`config.mk`:
```
export PLATFORM = sky130hd
export DESIGN_NAME = eco32_core_lsu_dcu_ptc
export DESIGN_NICKNAME = d
export VERILOG_FILES = /design/src/rtl/eco32_core_lsu_dcu_ptc_pkg.sv /design/src/rtl/eco32_core_lsu_dcu_ptc.sv
export SDC_FILE = /design/constraint.sdc
export NUM_CORES = 1
export LEC_CHECK = 0
export ABC_AREA = 1
export CORE_ASPECT_RATIO = 0.6
export CORE_MARGIN = 1
export CORE_UTILIZATION = 47
export CTS_CLUSTER_SIZE = 24
export DETAILED_ROUTE_END_ITERATION = 8
export GPL_TIMING_DRIVEN = 0
export PLACE_DENSITY = 0.95
export RECOVER_POWER = 100
export SETUP_SLACK_MARGIN = 0.2
export SLEW_MARGIN = 30
export SYNTH_ARGS = -nofsm -noshare
export SYNTH_HDL_FRONTEND = slang
export SYNTH_SLANG_ARGS = --single-unit
```
`constraint.sdc`:
```
create_clock -name clk -period 5.5 [get_ports clk]
set_input_delay 1.65 -clock clk [delete_from_list [all_inputs] [get_ports clk]]
set_output_delay 1.65 -clock clk [all_outputs]
set_load 0.02 [all_outputs]
```
`src/rtl/eco32_core_lsu_dcu_ptc_pkg.sv`:
```
// ============================================================================
// Module   : eco32_core_lsu_dcu_ptc_pkg
// Brief    : Shared types and constants for the DCU page-table controller.
// Revision : 1.0 - initial release
// ============================================================================
`default_nettype none

package eco32_core_lsu_dcu_ptc_pkg;

    localparam int DESC_WIDTH = 39;

    localparam logic [DESC_WIDTH-1:0] DESC_INVALID = '0;

    typedef enum logic [1:0] {
        ST_IDLE  = 2'd0,
        ST_INIT  = 2'd1,
        ST_FLUSH = 2'd2,
        ST_DONE  = 2'd3
    } ptc_state_e;

endpackage

`default_nettype wire

```
`src/rtl/eco32_core_lsu_dcu_ptc.sv`:
```
// ============================================================================
// Module   : eco32_core_lsu_dcu_ptc
// Brief    : DCU page-table controller: registers refills into the table and
//            sweeps it to invalid on flush (and after reset when
//            ECO32_DCU_PT_INIT_FLUSH_EN is defined).
// Revision : 1.0 - initial release
// ============================================================================
`default_nettype none

module eco32_core_lsu_dcu_ptc
    import eco32_core_lsu_dcu_ptc_pkg::*;
#(
    parameter int PAGE_ADDR_WIDTH = 5
) (
    input  logic                       clk,
    input  logic                       rst,
    input  logic                       rf_stb,
    input  logic                       rf_tid,
    input  logic [PAGE_ADDR_WIDTH-1:0] rf_page,
    input  logic [DESC_WIDTH-1:0]      rf_descriptor,
    output logic                       rf_ack,
    input  logic                       fl_req,
    input  logic                       fl_all,
    input  logic                       fl_tid,
    output logic                       fl_done,
    output logic                       o_busy,
    output logic                       wr_ena,
    output logic                       wr_tid,
    output logic [PAGE_ADDR_WIDTH-1:0] wr_page,
    output logic [DESC_WIDTH-1:0]      wr_descriptor
);

    localparam int CW = PAGE_ADDR_WIDTH + 1;
    localparam logic [CW-1:0] LAST_ALL = {CW{1'b1}};
    localparam logic [CW-1:0] LAST_ONE = {1'b0, {PAGE_ADDR_WIDTH{1'b1}}};

`ifdef ECO32_DCU_PT_INIT_FLUSH_EN
    localparam ptc_state_e RST_STATE = ST_INIT;
`else
    localparam ptc_state_e RST_STATE = ST_IDLE;
`endif

    ptc_state_e                 state_q, state_d;
    logic [CW-1:0]              cnt_q, cnt_d;
    logic                       all_q, all_d;
    logic                       tid_q, tid_d;
    logic                       wr_ena_q, wr_ena_d;
    logic                       wr_tid_q, wr_tid_d;
    logic [PAGE_ADDR_WIDTH-1:0] wr_page_q, wr_page_d;
    logic [DESC_WIDTH-1:0]      wr_desc_q, wr_desc_d;
    logic                       fl_done_q, fl_done_d;

    logic sweep_all;
    logic sweep_last;

    // The power-on sweep always covers both threads regardless of captured fl_all.
    assign sweep_all  = all_q | (state_q == ST_INIT);
    assign sweep_last = sweep_all ? (cnt_q == LAST_ALL) : (cnt_q == LAST_ONE);

    always_comb begin
        state_d   = state_q;
        cnt_d     = cnt_q;
        all_d     = all_q;
        tid_d     = tid_q;
        wr_ena_d  = 1'b0;
        wr_tid_d  = wr_tid_q;
        wr_page_d = wr_page_q;
        wr_desc_d = wr_desc_q;
        fl_done_d = 1'b0;
        rf_ack    = 1'b0;

        case (state_q)
            ST_IDLE: begin
                rf_ack = rf_stb;
                // A refill in the same cycle as fl_req is written before the sweep starts.
                if (rf_stb) begin
                    wr_ena_d  = 1'b1;
                    wr_tid_d  = rf_tid;
                    wr_page_d = rf_page;
                    wr_desc_d = rf_descriptor;
                end
                if (fl_req) begin
                    all_d   = fl_all;
                    tid_d   = fl_tid;
                    cnt_d   = '0;
                    state_d = ST_FLUSH;
                end
            end
            ST_INIT, ST_FLUSH: begin
                wr_ena_d  = 1'b1;
                wr_desc_d = DESC_INVALID;
                if (sweep_all) begin
                    wr_tid_d  = cnt_q[0];
                    wr_page_d = cnt_q[CW-1:1];
                end else begin
                    wr_tid_d  = tid_q;
                    wr_page_d = cnt_q[PAGE_ADDR_WIDTH-1:0];
                end
                if (sweep_last) begin
                    cnt_d     = '0;
                    state_d   = (state_q == ST_INIT) ? ST_IDLE : ST_DONE;
                    fl_done_d = (state_q == ST_FLUSH);
                end else begin
                    cnt_d = cnt_q + 1'b1;
                end
            end
            ST_DONE: begin
                state_d = ST_IDLE;
            end
            default: begin
                state_d = ST_IDLE;
            end
        endcase
    end

    always_ff @(posedge clk or posedge rst) begin
        if (rst) begin
            state_q   <= RST_STATE;
            cnt_q     <= '0;
            all_q     <= 1'b0;
            tid_q     <= 1'b0;
            wr_ena_q  <= 1'b0;
            wr_tid_q  <= 1'b0;
            wr_page_q <= '0;
            wr_desc_q <= '0;
            fl_done_q <= 1'b0;
        end else begin
            state_q   <= state_d;
            cnt_q     <= cnt_d;
            all_q     <= all_d;
            tid_q     <= tid_d;
            wr_ena_q  <= wr_ena_d;
            wr_tid_q  <= wr_tid_d;
            wr_page_q <= wr_page_d;
            wr_desc_q <= wr_desc_d;
            fl_done_q <= fl_done_d;
        end
    end

    assign o_busy        = (state_q == ST_INIT) || (state_q == ST_FLUSH);
    assign fl_done       = fl_done_q;
    assign wr_ena        = wr_ena_q;
    assign wr_tid        = wr_tid_q;
    assign wr_page       = wr_page_q;
    assign wr_descriptor = wr_desc_q;

endmodule

`default_nettype wire

```
== Word-level counts from Yosys, hierarchy flattened ==
Index checks and enable logic that the tools add are counted.

* Multiplexer cells: 21
* $add $sub $neg: 1
* Bitwise operators: 1
* Equal/unequal tests: 8
* Reduce and logical (&&, ||, !) cells: 8

{| class="wikitable"
|+ Operator list
! operator !! count
|-
| $pmux 39 s2 || 1
|-
| $mux 39 || 1
|-
| $mux 6 || 2
|-
| $pmux 6 s2 || 1
|-
| $mux 5 || 2
|-
| $pmux 5 s2 || 1
|-
| $reduce_and 2->1 || 4
|-
| $mux 1 || 7
|-
| $add 6x1->6 const B || 1
|-
| $eq 6x5->1 const B || 1
|-
| $eq 6x6->1 const B || 1
|-
| $mux 2 || 3
|-
| $ne 2x2->1 const B || 3
|-
| $pmux 2 s3 || 1
|-
| $eq 2x2->1 const B || 2
|-
| $pmux 1 s2 || 2
|-
| $eq 2x1->1 const B || 1
|-
| $logic_not 2->1 || 1
|-
| $reduce_bool 2->1 || 1
|-
| $reduce_or 2->1 || 1
|-
| $logic_or 1x1->1 || 1
|-
| $or 1x1->1 || 1
|}

* Word-level logic and storage cells: 48
* Output and inout port bits: 49
* Bits of input ports: 51
* Register bits after elaboration: 57

== Depth between registers and ports, before layout ==
* Depth in word-level cells: 5
* Depth in mapped cells: 10
* Depth with buffers taken out: 10

== Least setup slack after synthesis ==
Ideal clock, no wire load.

* Kind: in2out
* Start: input rf_stb
* End: output rf_ack
* Data required time: 3.850 ns
* Stages: 3
* Path buffers: 1
* Data arrival time: 2.064 ns
* Path slack: 1.786 ns
* Cell sequence: nand2_1 inv_1 buf_2

* Word-level cells in the longest chain between the ends: 1

{| class="wikitable"
|+ RTL lines
! element !! RTL line !! text
|-
| start, declared || eco32_core_lsu_dcu_ptc.sv:17 || <nowiki>input logic rf_stb,</nowiki>
|-
| $mux 1 || eco32_core_lsu_dcu_ptc.sv:72 || <nowiki>case (state_q)</nowiki>
|-
| end, declared || eco32_core_lsu_dcu_ptc.sv:21 || <nowiki>output logic rf_ack,</nowiki>
|}

Every way passes these cells.

== Worst setup path in the final report ==
Ends and elaborated chain as after synthesis.

==> results.sh <==
export IMPL_synth_area_leader_cell="dfrtp_1"
export IMPL_final_area_um2=3780
export IMPL_grt_pass1_vias=2267
export IMPL_synth_most_common_cell="nand2_1"
export IMPL_firstDrtPassIters=4
export IMPL_hold_depth=2
export IMPL_grt_pass1_wl_um=10700
export IMPL_r2r_start="state_q[1]$_DFFE_PP0P_"
export IMPL_area_growth_pct=49.0
export IMPL_hpwl_um=4940
export IMPL_synth_fa_ha_area_share_pct=3.45
export IMPL_netlist_area_leader_share_pct=56.2
export IMPL_hold_viol=0
export IMPL_tightest_slew_ns=2.56
export IMPL_ys_ff_latch=57
export IMPL_critPathKind="input pin to primary output"
export IMPL_period_share_pct=91.2
export IMPL_start_kind="input pin"
export IMPL_post_drt_via_cell_ratio=5.19
export IMPL_wl_um=6590
export IMPL_switching_power_mw=1.06
export IMPL_die_w_um=96.9
export IMPL_cts_tree="built"
export IMPL_combPwrFrac_pct=52.9
export IMPL_synth_top_cells_by_area="dfrtp_1 (56%), nand2_1 (17%), nand3_1 (9.5%)"
export IMPL_peakVddDrop_v=0.000292
export IMPL_synth_top_cells_by_count="nand2_1 (116), dfrtp_1 (57), nand3_1 (48)"
export IMPL_worstPathMaxFanout=10
export IMPL_async_flop_share_pct=100
export IMPL_fmax_mhz=199
export IMPL_cts_htree_levels=3
export IMPL_first_iter_violations=114
export IMPL_track_usage_pct=24.6
export IMPL_status="finished with violations"
export IMPL_setup_tns_ns=0
export IMPL_hold_end="wr_descriptor[6]$_DFFE_PP0P_"
export IMPL_synth_compound_area_share_pct=4.19
export IMPL_slew_violations=52
export IMPL_cts_root_buffer="clkbuf_8"
export IMPL_antenna_left=0
export IMPL_worstPathRequired_ns=3.85
export IMPL_gp_congestion=0.850
export IMPL_die_area_um2=5710
export IMPL_power_density_nw_per_um2=625
export IMPL_floorplan_initialDensity_pct=49.5
export IMPL_synth_edff_count=0
export IMPL_finalClockSkew_ns=0.00566
export IMPL_synth_cell_type_count=22
export IMPL_swShare_pct=45.0
export IMPL_post_cts_resized=0
export IMPL_synth_area_um2=2540
export IMPL_intPower_mw=1.30
export IMPL_ys_seq_area_share_pct=56.2
export IMPL_pin_count=100
export IMPL_cts_path_max_buffers=2
export IMPL_placed_area_um2=3640
export IMPL_wl_per_cell_um=14.0
export IMPL_max_slew_margin_rel_pct=-70.7
export IMPL_r2r_slack_ns=2.73
export IMPL_coreArea_um2=5130
export IMPL_rows=20
export IMPL_worstPathArrival_ns=3.37
export IMPL_yosys_area_share_simple_pct=28.8
export IMPL_hold_buffers=0
export IMPL_num_antenna_cells=0
export IMPL_rsz0062_at_grt="no"
export IMPL_synth_top_family_by_area="simple AND/OR/NAND/NOR gates"
export IMPL_drc_errors=0
export IMPL_yosys_warnings=0
export IMPL_clk_latency_ns=0.33
export IMPL_reg2regPathDepth=8
export IMPL_violations="capacitance limit, slew limit"
export IMPL_rr_endpoint="wr_descriptor[18]$_DFFE_PP0P_"
export IMPL_period_minus_slack_ns=5.02
export IMPL_layout_drive_gt1_share_pct=6.16
export IMPL_p_leak_nw=1.98
export IMPL_setup_viol=0
export IMPL_layout_nets=459
export IMPL_chipHeight_um=58.9
export IMPL_grt_max_degree=52
export IMPL_synth_xor_area_share_pct=1.04
export IMPL_synthMuxAreaShare_pct=0.888
export IMPL_holdCritPathClass="flip-flop to flip-flop"
export IMPL_maxCapViolCount=1
export IMPL_num_vias=2451
export IMPL_cts_sinks=57
export IMPL_hp_start="wr_descriptor[6]$_DFFE_PP0P_"
export IMPL_antenna_found_initial=0
export IMPL_ys_flop_type="dfrtp_1"
export IMPL_clockPowerShare_pct=16.7
export IMPL_syn_area_per_cell_um2=8.75
export IMPL_synthCells=290
export IMPL_syn_num_nets=348
export IMPL_postCtsSetupBuffers=0
export IMPL_io_buffers=99
export IMPL_pwr_share_seq_pct=30.4
export IMPL_critPathCaptureType="primary output"
export IMPL_cts_buffers=9
export IMPL_grt_overflow=0
export IMPL_clk_pin_slew_worst_paths_ns=0.06
==> worst max-delay path, cell delays in order <==
cell	delay, ns
dlygate4sd3_1	0.54
nand2_1	0.09
inv_1	0.15
buf_2	0.24
dlygate4sd3_1	0.70
==> stage by stage <==
stage | power [mW] | cells | hold WS, ns | worst slack (ns) | utilization, %
6_report | 2.36 | 472 | 0.468 | 0.482 | 73.7
4_1_cts | 2.51 | 472 | 0.474 | 0.556 | 75.0
3_5_place_dp | 2.11 | 456 | 0.457 | 0.565 | 71.0
3_3_place_gp | 2.04 | 455 | 0.452 | 0.590 | 70.4
2_1_floorplan | 1.53 | 290 | 0.480 | 1.79 | -
5_1_grt | 2.52 | 472 | 0.484 | 0.457 | 73.7
==> cell type report <==
cell class | instances | area, um2
plain buffers | 13 | 53.8
clock buffers | 12 | 155
clock inverters | 4 | 51.3
fillers | 374 | 1350
inverters | 14 | 53.8
multi-input cells | 206 | 963
flip-flops and latches | 57 | 1430
well taps | 66 | 82.6
repair buffers | 100 | 995
==> power groups by stage <==
stage                     registers (mW)  logic [mW]  clock network (mW)
after floorplan                    0.912       0.616                   0
after global placement             0.719        1.32                   0
after detailed placement           0.729        1.38                   0
after CTS                          0.724        1.38               0.401
after global routing               0.738        1.36               0.426
final                              0.717        1.25               0.395
==> cells by family after synthesis <==
group | Yosys count
adders and majority gates | 7
buffers and inverters | 27
and+or+nand+nor | 177
muxes | 2
AOI/OAI and AO/OA | 17
DFF | 57
xor gates and xnor gates | 3
==> worst max path at each step <==
stage                       from      to  slack (ns)  depth (start not counted)
after detailed placement  rf_stb  rf_ack        0.57                          5
after global routing      rf_stb  rf_ack        0.46                          5
after floorplan           rf_stb  rf_ack        1.79                          3
after CTS                 rf_stb  rf_ack        0.56                          5
final                     rf_stb  rf_ack        0.48                          5
after global placement    rf_stb  rf_ack        0.59                          5
==> metal layers <==
metal  routed length, um  track usage [%]  vias up
li1                    -                -     1157
met1                2900             31.2     1174
met2                3130             40.1      107
met3                 477             8.55       13
met4                  82             8.32        0
met5                   0                0        -
==> flip-flops by register name (all words and copies together) (netlist names) <==
name,flops
wr_page,5
wr_tid,1
state_q,2
wr_descriptor,39
fl_done,1
all_q,1
cnt_q,6
tid_q,1
wr_ena,1
==> placed cells by master, fill, tap and decap left out, drive strengths merged, types with 4 or more instances in the layout <==
| cell | instances |
|---|---|
| nand2 | 116 |
| dfrtp | 57 |
| dlygate4sd3 | 52 |
| nand3 | 48 |
| clkdlybuf4s50 | 47 |
| clkbuf | 21 |
| inv | 13 |
| nor2 | 11 |
| a21oi | 7 |
| ha | 7 |
| o21ai | 6 |
| buf | 5 |
| o211ai | 4 |
No activity file was read; power rests on OpenSTA's default activity.
==> RTL edit, RTL diff (config.mk and constraints unchanged) <==
Encoding of `ptc_state_e`: now one-hot (4 bits for 4 states).
--- a/src/rtl/eco32_core_lsu_dcu_ptc_pkg.sv
+++ b/src/rtl/eco32_core_lsu_dcu_ptc_pkg.sv
@@ -13,7 +13,7 @@
 
-    typedef enum logic [1:0] {
-        ST_IDLE  = 2'd0,
-        ST_INIT  = 2'd1,
-        ST_FLUSH = 2'd2,
-        ST_DONE  = 2'd3
+    typedef enum logic [3:0] {
+        ST_IDLE  = 4'b0001,
+        ST_INIT  = 4'b0010,
+        ST_FLUSH = 4'b0100,
+        ST_DONE  = 4'b1000
     } ptc_state_e;
Behaviour: no difference found for any inputs over 10 cycles, from zero or initial values and one cycle with rst high; not proved beyond that.
==> RTL edit against the unedited design <==
Count of clock-buffer cells in the layout is 1 higher. The run still ends with capacitance limit, slew limit left. Non-clock buffer count did not move. Sequential cell count is 1 higher. Total power fell by 16%. Global-route usage rose by 1.7 points. Register-to-register slack gained 0.79 ns. Worst setup slack worse by 0.18 ns. Area after synthesis shrank 3.6%. Cell area fell by 3.0%. Wire length shrank 2.7%. Highest routed layer unchanged.
==> RTL edit: results (changes against the unedited design) <==
* Lkg Pwr at 1.926 nW (-2.7%)
* Post-Syn Nets at 347 (-0.29%)
* Post-Syn Area per Cell at 8.296 um2 (-5.2%)
* Worst IR Drop VDD at 324.4 uV (+11%)
* Ranking of synthesized cells by area: dfrtp_1, nand2_1, nand3_1, o21ai_0, buf_6
* Post-synth cell types at 19 (-14%)
* Met1 WL at 2.835 mm (-2.2%)
* Slew headroom at -0.6162 (+0.09059)
* Met2 Use GR at 0.4020 (+0.0006324)
* Detail Placement HPWL at 4.741 mm (-4.1%)
* Worst Skew at 0.005351 ns (-0.0003088 ns)
* Worst min path class: reg2reg
* Max-slew violations at 47 (-9.6%)
* Crit Path Max Fanout at 10 (unchanged)
* Minimum clock period at 5.194 ns (+0.1766 ns)
* Internal power at 1.150 mW (-12%)
* Failing checks: capacitance limit, slew limit
* GR Util met3 at 0.08924 (+0.003728)
* Most common library cells after synthesis: nand2_1, dfrtp_1, inv_1, nand3_1, o21ai_0
* Global Route Usage Sum at 0.2627 (+0.01687)
* Metal3 WL at 523 um (+9.6%)
* Pre-CTS WS at 0.3965 ns (-0.1686 ns)
* Fin cells at 474 (+0.42%)
* Vias in the first global route at 2,263 (-0.18%)
* Outcome: finished, violations left
* Ratio of cells with drive above 1 in the final layout at 0.06326 (+0.001684)
* Register area share after synthesis at 0.5936 (+0.03143)
* Largest net degree at the start of global routing at 47 (-9.6%)
* Max Cap Violations at 1 (unchanged)
* Worst Path Arrival at 3.54 ns (+0.17 ns)
* Max incr delay on CP at 0.64 ns (-0.06 ns)
* Uppermost layer routed: met4
* Gp weighted congestion at 0.8479 (-0.21%)
* First-pass GRT wire length at 10.56 mm (-1.7%)
* Worst reg-to-reg setup slack at 3.52 ns (+0.79 ns)
* DRT iter0 DRCs at 204 (+79%)
* DR WL met2 at 2.995 mm (-4.3%)
* Final wirelength at 6.411 mm (-2.7%)
* Placed cells at 458 (+0.44%)
* Slowest stage cell on the critical path: clkdlybuf4s50_1
==> RTL edit: final timing paths <==
path                                     endpoint              start  cells past startpoint
min in group asynchronous        wr_descriptor[8]                rst                      2
worst max register to register   wr_descriptor[1]         state_q[0]                      8
worst min-delay path            wr_descriptor[34]  wr_descriptor[34]                      2
worst max-delay path                       rf_ack             rf_stb                      5
max in group asynchronous              wr_page[1]                rst                      3
worst min register to register  wr_descriptor[34]  wr_descriptor[34]                      2
==> RTL edit: final cells by class <==
| cell class | instances | area (um2) |
|---|---|---|
| plain buffers | 13 | 71.32 |
| clock inverters | 3 | 15.01 |
| multi-input cells | 210 | 852.1 |
| fillers | 365 | 1111 |
| inverters | 14 | 53.80 |
| well taps | 63 | 78.83 |
| repair buffers | 100 | 994.7 |
| flip-flops and latches | 58 | 1453 |
| clock buffers | 13 | 148.9 |
==> RTL edit: cells by family after synthesis <==
logic type / after synthesis / synth area share
AND/OR/NAND/NOR: 196 / 0.3139
multiplexers: 1 / 0.004090
flip-flops: 58 / 0.5936
buffers and inverters: 27 / 0.05726
AO/OA/AOI/OAI: 11 / 0.02249
XOR/XNOR: 1 / 0.003579
adder cells (fa/ha/maj): 1 / 0.005112
==> RTL edit: power groups by stage <==
stage	clock network (mW)	registers (mW)	logic, mW
detailed placement	0	0.705	1.03
finish	0.329	0.696	0.947
CTS	0.337	0.701	1.03
floorplan	0	0.882	0.372
global placement	0	0.695	0.994
global route	0.360	0.714	1.04
==> RTL edit: metrics by stage <==
stage / util / hold slack [ns] / instance area, um2
2_1_floorplan: - / 0.4429 / 2447
3_3_place_gp: 0.7361 / 0.4528 / 3517
3_5_place_dp: 0.7423 / 0.4574 / 3547
4_1_cts: 0.7766 / 0.4730 / 3711
5_1_grt: 0.7675 / 0.4796 / 3667
6_report: 0.7675 / 0.4636 / 3667
